### config.mk
export PLATFORM = sky130hd
export DESIGN_NAME = modexp_sequencer
export DESIGN_NICKNAME = d
export VERILOG_FILES = /design/src/rtl/modexp_pkg.sv /design/src/rtl/exp_bit_scanner.sv /design/src/rtl/modexp_sequencer.sv
export SDC_FILE = /design/constraint.sdc
export NUM_CORES = 1
export LEC_CHECK = 0
export CORE_MARGIN = 1
export CORE_UTILIZATION = 42
export DETAILED_ROUTE_END_ITERATION = 16
export PLACE_DENSITY_LB_ADDON = 0.3
export SETUP_SLACK_MARGIN = 0.15
export SKIP_CTS_REPAIR_TIMING = 1
export SLEW_MARGIN = 20
export SYNTH_ARGS = -nofsm -noshare
export SYNTH_HDL_FRONTEND = slang
export SYNTH_HIERARCHICAL = 1
export SYNTH_SLANG_ARGS = --single-unit
### constraint.sdc
create_clock -name clk_i -period 9.9 [get_ports clk_i]
set_input_delay 1.485 -clock clk_i [delete_from_list [all_inputs] [get_ports clk_i]]
set_output_delay 1.485 -clock clk_i [all_outputs]
set_load 0.05 [all_outputs]
### src/rtl/modexp_pkg.sv
// Shared definitions for the modular-exponentiation sequencer: FSM state codes,
// operand/destination select encodings and the per-state operand table.
package modexp_pkg;

    localparam int unsigned DATA_WIDTH_DEF = 32;
    localparam int unsigned NUM_WORDS_DEF  = 32;
    localparam int unsigned CNT_W_DEF      = 12;

    // FSM state encoding
    localparam logic [2:0] ST_IDLE  = 3'd0;
    localparam logic [2:0] ST_LOAD  = 3'd1;
    localparam logic [2:0] ST_PRE_M = 3'd2;
    localparam logic [2:0] ST_PRE_A = 3'd3;
    localparam logic [2:0] ST_SQR   = 3'd4;
    localparam logic [2:0] ST_MUL   = 3'd5;
    localparam logic [2:0] ST_POST  = 3'd6;
    localparam logic [2:0] ST_FIN   = 3'd7;

    // MonPro operand sources
    localparam logic [1:0] SEL_R2   = 2'd0;
    localparam logic [1:0] SEL_MBAR = 2'd1;
    localparam logic [1:0] SEL_ACC  = 2'd2;
    localparam logic [1:0] SEL_ONE  = 2'd3;

    // MonPro result destinations
    localparam logic DST_ACC  = 1'b0;
    localparam logic DST_MBAR = 1'b1;

    typedef struct packed {
        logic [1:0] a_sel;
        logic [1:0] b_sel;
        logic       dst_sel;
    } op_sel_t;

    // Operand/destination selects for the MonPro issued from a given op state.
    function automatic op_sel_t op_sel(input logic [2:0] st);
        op_sel_t s;
        s = '{a_sel: SEL_ACC, b_sel: SEL_ACC, dst_sel: DST_ACC};
        case (st)
            ST_PRE_M: s = '{a_sel: SEL_R2,  b_sel: SEL_MBAR, dst_sel: DST_MBAR};
            ST_PRE_A: s = '{a_sel: SEL_R2,  b_sel: SEL_ONE,  dst_sel: DST_ACC};
            ST_MUL:   s = '{a_sel: SEL_ACC, b_sel: SEL_MBAR, dst_sel: DST_ACC};
            ST_POST:  s = '{a_sel: SEL_ACC, b_sel: SEL_ONE,  dst_sel: DST_ACC};
            default:  s = '{a_sel: SEL_ACC, b_sel: SEL_ACC,  dst_sel: DST_ACC};
        endcase
        return s;
    endfunction

endpackage

### src/rtl/exp_bit_scanner.sv
// Exponent register file with bit select by scan index.
// With SKIP_LEADING_ZEROS_EN defined it also tracks whether a 1 bit has been
// scanned yet and flags leading zero bits that need no squaring.
module exp_bit_scanner
    import modexp_pkg::*;
#(
    parameter int unsigned DATA_WIDTH = DATA_WIDTH_DEF,
    parameter int unsigned NUM_WORDS  = NUM_WORDS_DEF,
    localparam int unsigned EXP_BITS  = DATA_WIDTH * NUM_WORDS,
    localparam int unsigned IDX_W     = $clog2(EXP_BITS),
    localparam int unsigned WC_W      = $clog2(NUM_WORDS)
) (
    input  logic                  clk_i,
`ifdef SKIP_LEADING_ZEROS_EN
    input  logic                  rst_ni,
    input  logic                  seen_clr_i,
    input  logic                  seen_set_i,
    output logic                  skip_o,
`endif
    input  logic                  we_i,
    input  logic [WC_W-1:0]       waddr_i,
    input  logic [DATA_WIDTH-1:0] wdata_i,
    input  logic [IDX_W-1:0]      bit_idx_i,
    output logic                  bit_o
);

    localparam int unsigned BIT_W = $clog2(DATA_WIDTH);

    logic [DATA_WIDTH-1:0] exp_q [NUM_WORDS];
    logic [DATA_WIDTH-1:0] word;

    // Exponent storage; only written during LOAD, contents need no reset.
    always_ff @(posedge clk_i) begin
        if (we_i) begin
            exp_q[waddr_i] <= wdata_i;
        end
    end

    // Upper index bits pick the word, lower bits the bit within it.
    always_comb begin
        word  = exp_q[bit_idx_i[IDX_W-1:BIT_W]];
        bit_o = word[bit_idx_i[BIT_W-1:0]];
    end

`ifdef SKIP_LEADING_ZEROS_EN
    logic seen_one_q;

    // Remember the first 1 bit of the scan; cleared on each new start.
    always_ff @(posedge clk_i or negedge rst_ni) begin
        if (!rst_ni) begin
            seen_one_q <= 1'b0;
        end else if (seen_clr_i) begin
            seen_one_q <= 1'b0;
        end else if (seen_set_i) begin
            seen_one_q <= 1'b1;
        end
    end

    assign skip_o = !seen_one_q && !bit_o;
`endif

endmodule

### src/rtl/modexp_sequencer.sv
// Control FSM for C = M^E mod N on a shared word-serial Montgomery multiplier.
// Loads E word-serially, then issues to-Montgomery, a left-to-right
// square-and-multiply scan and from-Montgomery over an mm_start/mm_done handshake.
// Optional macro: SKIP_LEADING_ZEROS_EN (skip squarings above the top 1 bit of E).
module modexp_sequencer
    import modexp_pkg::*;
#(
    parameter int unsigned DATA_WIDTH = DATA_WIDTH_DEF,
    parameter int unsigned NUM_WORDS  = NUM_WORDS_DEF,
    parameter int unsigned CNT_W      = CNT_W_DEF,
    localparam int unsigned EXP_BITS  = DATA_WIDTH * NUM_WORDS,
    localparam int unsigned IDX_W     = $clog2(EXP_BITS),
    localparam int unsigned WC_W      = $clog2(NUM_WORDS)
) (
    input  logic                  clk_i,
    input  logic                  rst_ni,
    input  logic                  start_i,
    input  logic                  abort_i,
    input  logic [DATA_WIDTH-1:0] e_word_i,
    input  logic                  e_valid_i,
    output logic                  mm_start_o,
    output logic [1:0]            mm_a_sel_o,
    output logic [1:0]            mm_b_sel_o,
    output logic                  mm_dst_sel_o,
    input  logic                  mm_done_i,
    output logic                  busy_o,
    output logic                  done_o,
    output logic [CNT_W-1:0]      mul_count_o
);

    localparam logic [IDX_W-1:0] IDX_TOP = IDX_W'(EXP_BITS - 1);
    localparam logic [WC_W-1:0]  WC_LAST = WC_W'(NUM_WORDS - 1);

    logic [2:0]       state_q, state_d;
    logic             issue_q, issue_d;   // op state entered, MonPro not yet launched
    logic [WC_W-1:0]  word_cnt_q, word_cnt_d;
    logic [IDX_W-1:0] bit_idx_q, bit_idx_d;
    logic [CNT_W-1:0] mul_count_q, mul_count_d;
    logic             mm_start_q, mm_start_d;
    logic [1:0]       a_sel_q, a_sel_d, b_sel_q, b_sel_d;
    logic             dst_q, dst_d;
    logic             busy_q, busy_d;
    logic             done_q, done_d;

    logic    exp_we;
    logic    cur_bit;
    logic    skip_now;
    op_sel_t sel_now;

`ifdef SKIP_LEADING_ZEROS_EN
    logic skip;
    logic seen_clr;
    logic seen_set;

    assign skip_now = (state_q == ST_SQR) && skip;
    assign seen_clr = (state_q == ST_IDLE) && start_i && !abort_i;
    assign seen_set = issue_q && (state_q == ST_SQR) && !skip && !abort_i;
`else
    assign skip_now = 1'b0;
`endif

    exp_bit_scanner #(
        .DATA_WIDTH (DATA_WIDTH),
        .NUM_WORDS  (NUM_WORDS)
    ) u_scanner (
        .clk_i      (clk_i),
`ifdef SKIP_LEADING_ZEROS_EN
        .rst_ni     (rst_ni),
        .seen_clr_i (seen_clr),
        .seen_set_i (seen_set),
        .skip_o     (skip),
`endif
        .we_i       (exp_we),
        .waddr_i    (word_cnt_q),
        .wdata_i    (e_word_i),
        .bit_idx_i  (bit_idx_q),
        .bit_o      (cur_bit)
    );

    assign sel_now = op_sel(state_q);

    // Next-state logic: load, launch one MonPro per op state, advance on mm_done.
    always_comb begin
        state_d     = state_q;
        issue_d     = issue_q;
        word_cnt_d  = word_cnt_q;
        bit_idx_d   = bit_idx_q;
        mul_count_d = mul_count_q;
        mm_start_d  = 1'b0;
        a_sel_d     = a_sel_q;
        b_sel_d     = b_sel_q;
        dst_d       = dst_q;
        done_d      = 1'b0;
        exp_we      = 1'b0;

        if (abort_i) begin
            state_d = ST_IDLE;
            issue_d = 1'b0;
        end else begin
            case (state_q)
                ST_IDLE: begin
                    if (start_i) begin
                        state_d     = ST_LOAD;
                        word_cnt_d  = '0;
                        mul_count_d = '0;
                        bit_idx_d   = IDX_TOP;
                    end
                end
                ST_LOAD: begin
                    if (e_valid_i) begin
                        exp_we     = 1'b1;
                        word_cnt_d = word_cnt_q + WC_W'(1);
                        if (word_cnt_q == WC_LAST) begin
                            state_d = ST_PRE_M;
                            issue_d = 1'b1;
                        end
                    end
                end
                ST_FIN: begin
                    state_d = ST_IDLE;
                end
                default: begin
                    if (issue_q) begin
                        if (skip_now) begin
                            // Leading zero: no squaring needed, just move the scan down.
                            if (bit_idx_q == '0) begin
                                state_d = ST_POST;
                            end else begin
                                bit_idx_d = bit_idx_q - IDX_W'(1);
                            end
                        end else begin
                            issue_d     = 1'b0;
                            mm_start_d  = 1'b1;
                            mul_count_d = mul_count_q + CNT_W'(1);
                            a_sel_d     = sel_now.a_sel;
                            b_sel_d     = sel_now.b_sel;
                            dst_d       = sel_now.dst_sel;
                        end
                    end else if (mm_done_i) begin
                        issue_d = 1'b1;
                        case (state_q)
                            ST_PRE_M: state_d = ST_PRE_A;
                            ST_PRE_A: state_d = ST_SQR;
                            ST_SQR: begin
                                if (cur_bit) begin
                                    state_d = ST_MUL;
                                end else if (bit_idx_q == '0) begin
                                    state_d = ST_POST;
                                end else begin
                                    bit_idx_d = bit_idx_q - IDX_W'(1);
                                end
                            end
                            ST_MUL: begin
                                if (bit_idx_q == '0) begin
                                    state_d = ST_POST;
                                end else begin
                                    bit_idx_d = bit_idx_q - IDX_W'(1);
                                    state_d   = ST_SQR;
                                end
                            end
                            default: begin
                                state_d = ST_FIN;
                                issue_d = 1'b0;
                                done_d  = 1'b1;
                            end
                        endcase
                    end
                end
            endcase
        end

        busy_d = (state_d != ST_IDLE);
    end

    // State and registered outputs.
    always_ff @(posedge clk_i or negedge rst_ni) begin
        if (!rst_ni) begin
            state_q     <= ST_IDLE;
            issue_q     <= 1'b0;
            word_cnt_q  <= '0;
            bit_idx_q   <= IDX_TOP;
            mul_count_q <= '0;
            mm_start_q  <= 1'b0;
            a_sel_q     <= SEL_R2;
            b_sel_q     <= SEL_R2;
            dst_q       <= DST_ACC;
            busy_q      <= 1'b0;
            done_q      <= 1'b0;
        end else begin
            state_q     <= state_d;
            issue_q     <= issue_d;
            word_cnt_q  <= word_cnt_d;
            bit_idx_q   <= bit_idx_d;
            mul_count_q <= mul_count_d;
            mm_start_q  <= mm_start_d;
            a_sel_q     <= a_sel_d;
            b_sel_q     <= b_sel_d;
            dst_q       <= dst_d;
            busy_q      <= busy_d;
            done_q      <= done_d;
        end
    end

    assign mm_start_o   = mm_start_q;
    assign mm_a_sel_o   = a_sel_q;
    assign mm_b_sel_o   = b_sel_q;
    assign mm_dst_sel_o = dst_q;
    assign busy_o       = busy_q;
    assign done_o       = done_q;
    assign mul_count_o  = mul_count_q;

endmodule

# Yosys cells after proc, flatten, opt, wreduce, memory -nomap -nowiden
# Memory sizes are Yosys's and may differ from the RTL's.
# Index checks and enable logic that the tools add are counted.
[classes]
addsub = 3
n_eq_ne = 15
bitwise = 3
order_cmp = 1
mux = 47
n_reduce_logical = 16
[op_table]
columns = ["op", "count"]
rows = [
  ["10-bit two-way mux", 5],
  ["10-bit case mux with 2 select lines", 2],
  ["12-bit two-way mux", 2],
  ["3-bit two-way mux", 8],
  ["12-bit case mux with 2 select lines", 1],
  ["1-bit two-way mux", 20],
  ["5-bit case mux with 4 select lines", 1],
  ["12-bit by 1-bit adder with 12-bit output, second input constant", 1],
  ["3-bit == test, second input constant", 4],
  ["3-bit case mux with 4 select lines", 1],
  ["10-bit zero test", 1],
  ["5-bit two-way mux", 2],
  ["5-bit case mux with 2 select lines", 1],
  ["10-bit by 1-bit subtractor with 10-bit output, second input constant", 1],
  ["3-bit != test, second input constant", 3],
  ["3-bit case mux with 3 select lines", 1],
  ["4-bit AND reduction", 2],
  ["7-bit AND reduction", 1],
  ["3-bit by 2-bit == test with 1-bit output, second input constant", 2],
  ["5-bit by 6-bit < comparator with 1-bit output, second input constant", 1],
  ["3-bit AND reduction", 2],
  ["2-bit nonzero test", 3],
  ["3-bit nonzero test", 2],
  ["5-bit by 1-bit adder with 5-bit output, second input constant", 1],
  ["12 further kinds", 17],
]
[totals]
out_inout_bits = 20
mem_count = 1
wordCells = 97
ram_bits = 1024
inputBits = 38
ff_bits = 39
[mem_list]
columns = ["memory", "words", "width", "rd", "rd_clocked_by_memory_dff", "write_ports", "line", "text"]
rows = [
  ["u_scanner.exp_q", 32, 32, 1, 0, 1, "exp_bit_scanner.sv:29", "logic [DATA_WIDTH-1:0] exp_q [NUM_WORDS];"],
]

# Longest topological paths before layout
# An unclocked memory read counts as a cell.
[logic_depth]
depth_word = 10
mapped_depth = 18
depth_no_buf = 12

# Hierarchy
# Netlist, hierarchy kept.
[modules_own_cells]
columns = ["mod", "cells_each", "seq_area_each_um2", "area_per_inst_um2", "instances"]
rows = [
  ["exp_bit_scanner", 1775, 30749.5, 39668.0, 1],
  ["modexp_sequencer", 248, 963.4, 2248.4, 1],
]

# Worst setup path before layout
# OpenSTA, ideal clock, no wires.
[synth_timing]
path_kind = "input to register"
start = "in abort_i"
end = "mem u_scanner/exp_q[12][0] (netlist name) (enable)"
stages = 6
path_buffers = 2
arrival_ns = 3.942
setup_time_ns = 0.421
setup_slack_ns = 5.537
required_ns = 9.479
cell_sequence = "clkbuf_1 nand3b_1 inv_1 or3b_2 clkbuf_1 nor2_1"
[synth_via]
elab_chain_cells = 3
[synth_rtl]
columns = ["element", "line", "text"]
rows = [
  ["from (decl)", "modexp_sequencer.sv:18", "input logic abort_i,"],
  ["1-bit two-way mux", "modexp_sequencer.sv:96", "if (abort_i) begin"],
  ["net exp_we", "modexp_sequencer.sv:45", "logic exp_we;"],
  ["1-bit two-way mux", "exp_bit_scanner.sv:34", "if (we_i) begin"],
  ["1-bit two-way mux (implied by the code)", "exp_bit_scanner.sv:35", "exp_q[waddr_i] <= wdata_i;"],
  ["to (decl)", "exp_bit_scanner.sv:29", ""],
]
# The timed path passes the listed nets, and every way through them passes these cells.

# Worst setup path in the final report
[layout_timing]
start = "reg bit_idx_q[5]"
end = "reg bit_idx_q[6]"
[layout_via]
elab_cells_between_ends = 13
cone_classes = "add/sub: 1; eq/ne: 1; mux: 8; reduce/logical: 2; memory: 1"
[layout_lines]
columns = ["element", "line", "text"]
rows = [
  ["from (decl)", "modexp_sequencer.sv:37", "logic [IDX_W-1:0] bit_idx_q, bit_idx_d;"],
  ["from (signal assigned)", "modexp_sequencer.sv:193", "bit_idx_q <= bit_idx_d;"],
  ["memory 32 x 32 bit", "-", ""],
  ["1-bit binary-select mux with 5-bit select", "exp_bit_scanner.sv:42", "bit_o = word[bit_idx_i[BIT_W-1:0]];"],
  ["1-bit two-way mux (implied by the code)", "exp_bit_scanner.sv:42", ""],
  ["net cur_bit", "modexp_sequencer.sv:46", "logic cur_bit;"],
  ["3-bit != test (no source line)", "-", ""],
  ["7-bit AND reduction (no source line)", "-", ""],
]
# The timed path passes the listed nets, and every way through them passes these cells. The select of a mux whose other input is x is not followed.
# A chain may end at the register's enable or synchronous reset.

==> flow_summary.toml <==
[run_status]
status = "finished clean"

[placed_design]
io_buffer_count = 56
dp_slack_ns = 4.00
hpwl_mm = 54.2
gp_congestion = 0.802

[setup_path]
required_ns = 10.44
worstReg2RegEnd = "bit_idx_q[6]"
cpPeakStageDelay_ns = 0.97
critPathCaptureType = "register"
slowest_stage = "dfstp_4"
r2r_setup_slack_ns = 4.07
r2r-start = "bit_idx_q[5]"
path_class = "register to register"
arrival_ns = 6.38
startpoint_type = "register"
cp_max_fo = 119
path_cells = "buf_4 -> buf_12 -> mux4_2 -> o22ai_1 -> nor3_1 -> o31ai_1 -> nor4_1 -> a211oi_2 -> o211ai_1 -> nor2b_1 -> nor3_1 -> and4_1 -> o22ai_1"
ff2ff_path_depth = 13

[cells_and_area]
antenna_cells = 0
area_growth_pct = 13.0
nets = 2175
nFillCells = 7949
drive_gt1_share_pct = 21.2
final_common_cell = "edfxtp_1"
mostFrequentLayoutCells = "edfxtp_1 (1024), mux4_2 (203), mux2i_1 (107), clkbuf_16 (107)"

[synthesis]
yosys_register_bits = 1062
syn_area_per_cell_um2 = 20.7
netlist_area_um2 = 41900
yosysWarnings = 6
ys.flop_type = "edfxtp_1"
postSynthNetCount = 2066
synth_edf_count = 1024
yosys.cell_types.count = 70
yosysSeqAreaShare_pct = 75.7
synthCells = 2023
synthArstFlopShare_pct = 3.58

[global_routing]
overflow = 0
antenna_found_initial = 3
track_usage_pct = 21.0
grt_pass1_wl_mm = 152
grt_pass1_vias = 21522
grt_max_degree = 124

[job]
max_cap_violations = 0

[timing]
setup_tns_ns = 0
relSlewSlack_pct = 28.0
setup_violations = 0
tightest_slew_ns = 1.08
fmax_ghz = 0.171
finalWorstSetupSlack_ns = 4.07
finalClockSkew_ns = 0.0413
period_needed_ns = 5.83
rsz0062_at_grt = "false"
hold_violations = 0
period_share_pct = 58.9
final_max_slew_viol_count = 0

[detailed_routing]
drt_iter0_drc = 2143
drc_errors = 0
vias_per_cell = 6.09
firstDrtPassIters = 5
wl_per_cell_um = 30.4
vias = 21340
highest_layer = "met5"
wl_met3_mm = 8.29
wl_met1_mm = 40.4
ant_nets = 0
wl_met2_mm = 55.2
drt-total-wl_mm = 107

[floorplan]
start_util_pct = 42.5
ios = 58
rows = 115
core-area_um2 = 98600
die_h_um = 318
dieArea_um2 = 101000
die_x_um = 318

[pwr]
power_leakage_nw = 15.7
irDropWorstVdd_mv = 0.136
p_per_area_nw_per_um2 = 190
power.share.clock_pct = 43.4
sw_frac_of_total_pct = 20.0
seqPwrFrac_pct = 55.1
combPwrFrac_pct = 1.5
p_int_w = 0.00721
switchingPower_w = 0.00180

[hold_path]
worstHoldEndpoint = "mm_dst_sel_o"
holdPathStages = 1
hp-class = "register to register"
min_from = "mm_dst_sel_o"

[clocking]
htree_levels = 3
root_buffer = "clkbuf_16"
path_clk_slew_ns = 0.06
cts_sinks = 1062
cts_made_buffers = 105
clock_path_buffers = 3
insertion_delay_ns = 0.68
cts_tree = "done"
[worst max path at each step]
stage                            start  slack, ns                      to  depth (start not counted)
after global routing      bit_idx_q[5]       3.62            bit_idx_q[7]                         13
after floorplan                abort_i       5.54  u_scanner/exp_q[12][0]                          6
final                     bit_idx_q[5]       4.07            bit_idx_q[6]                         13
after CTS                 bit_idx_q[5]       4.01            bit_idx_q[6]                         13
after detailed placement  bit_idx_q[5]       4.00            bit_idx_q[6]                         13
after global placement    bit_idx_q[5]       4.09            bit_idx_q[6]                         13
[per-stage QoR]
stage | utilization (%) | instance area, µm² | instances | power, W | hold WS, ns
floorplan | - | 41900 | 2023 | 0.00509 | 0.539
global placement | 44.7 | 44000 | 3312 | 0.00518 | 0.473
detailed placement | 44.7 | 44000 | 3312 | 0.00519 | 0.469
CTS | 48.1 | 47400 | 3502 | 0.00907 | 0.482
global route | 48.1 | 47400 | 3502 | 0.00924 | 0.524
finish | 48.1 | 47400 | 3502 | 0.00901 | 0.477
[worst max-delay path, delay by kind of cell (launching register included)]
family	cells	cell delay (ns)
mux	1	0.60
compound gates	5	1.24
simple gates	5	1.48
buf+inv	2	1.28
flops	1	0.97
[layer usage]
metal | global-route usage [%] | up-vias
met5 | 0 | -
met4 | 5.90 | 4
met3 | 3.69 | 172
met2 | 36.7 | 931
met1 | 26.9 | 11469
li1 | - | 8764
[logic make-up after synthesis]
logic type / Yosys count / share of synthesized area (%)
adders and majority gates: 5 / 0.149
other: 1 / 0.00895
buffers and inverters: 127 / 1.97
AOI/OAI and AO/OA: 237 / 3.95
DFF: 1062 / 75.7
muxes: 340 / 15.1
and+or+nand+nor: 251 / 3.14
[flip-flops by register name (all words and copies together), names as in the netlist, 2 cells and up]
signal / count
u_scanner/exp_q: 1024
mul_count_o: 12
bit_idx_q: 10
word_cnt_q: 5
state_q: 3
mm_b_sel_o: 2
[power groups by stage]
stage | clock network (W) | registers [W] | logic (W)
5_1_grt | 0.00413 | 0.00496 | 0.000148
2_1_floorplan | 0 | 0.00506 | 0.0000350
4_1_cts | 0.00397 | 0.00496 | 0.000140
3_3_place_gp | 0 | 0.00505 | 0.000131
6_report | 0.00391 | 0.00496 | 0.000137
3_5_place_dp | 0 | 0.00505 | 0.000140
[synth_stat cells, drive strengths merged (10+ instances only)]
| library cell | instances | area (µm²) |
|---|---|---|
| clkbuf | 48 | 180 |
| inv | 18 | 67.6 |
| edfxtp | 1024 | 30700 |
| nand3b | 10 | 75.1 |
| dfrtp | 28 | 701 |
| nand2 | 45 | 169 |
| o22ai | 32 | 200 |
| mux4 | 227 | 5200 |
| o221ai | 40 | 350 |
| nor2 | 67 | 251 |
| a21oi | 52 | 260 |
| nand2b | 10 | 62.6 |
| mux2i | 107 | 1070 |
| a22o | 11 | 96.3 |
| o21ai | 29 | 145 |
| a211oi | 13 | 103 |
| buf | 61 | 577 |
| dfstp | 10 | 263 |
| nor3 | 16 | 80.1 |
| nand3 | 23 | 115 |
| nor4 | 10 | 62.6 |
| and3 | 12 | 75.1 |
[cell type report]
class                           instances  area, µm²  area share [%]
Tap cell                             1287       1610            3.40
Inverter                               18       67.6           0.143
Clock inverter                         57        597            1.26
Multi-Input combinational cell        834       9620            20.3
Sequential cell                      1062      31700            67.0
Timing Repair Buffer                  111        971            2.05
Clock buffer                          133       2790            5.88
No activity file was read; power rests on OpenSTA's default activity.
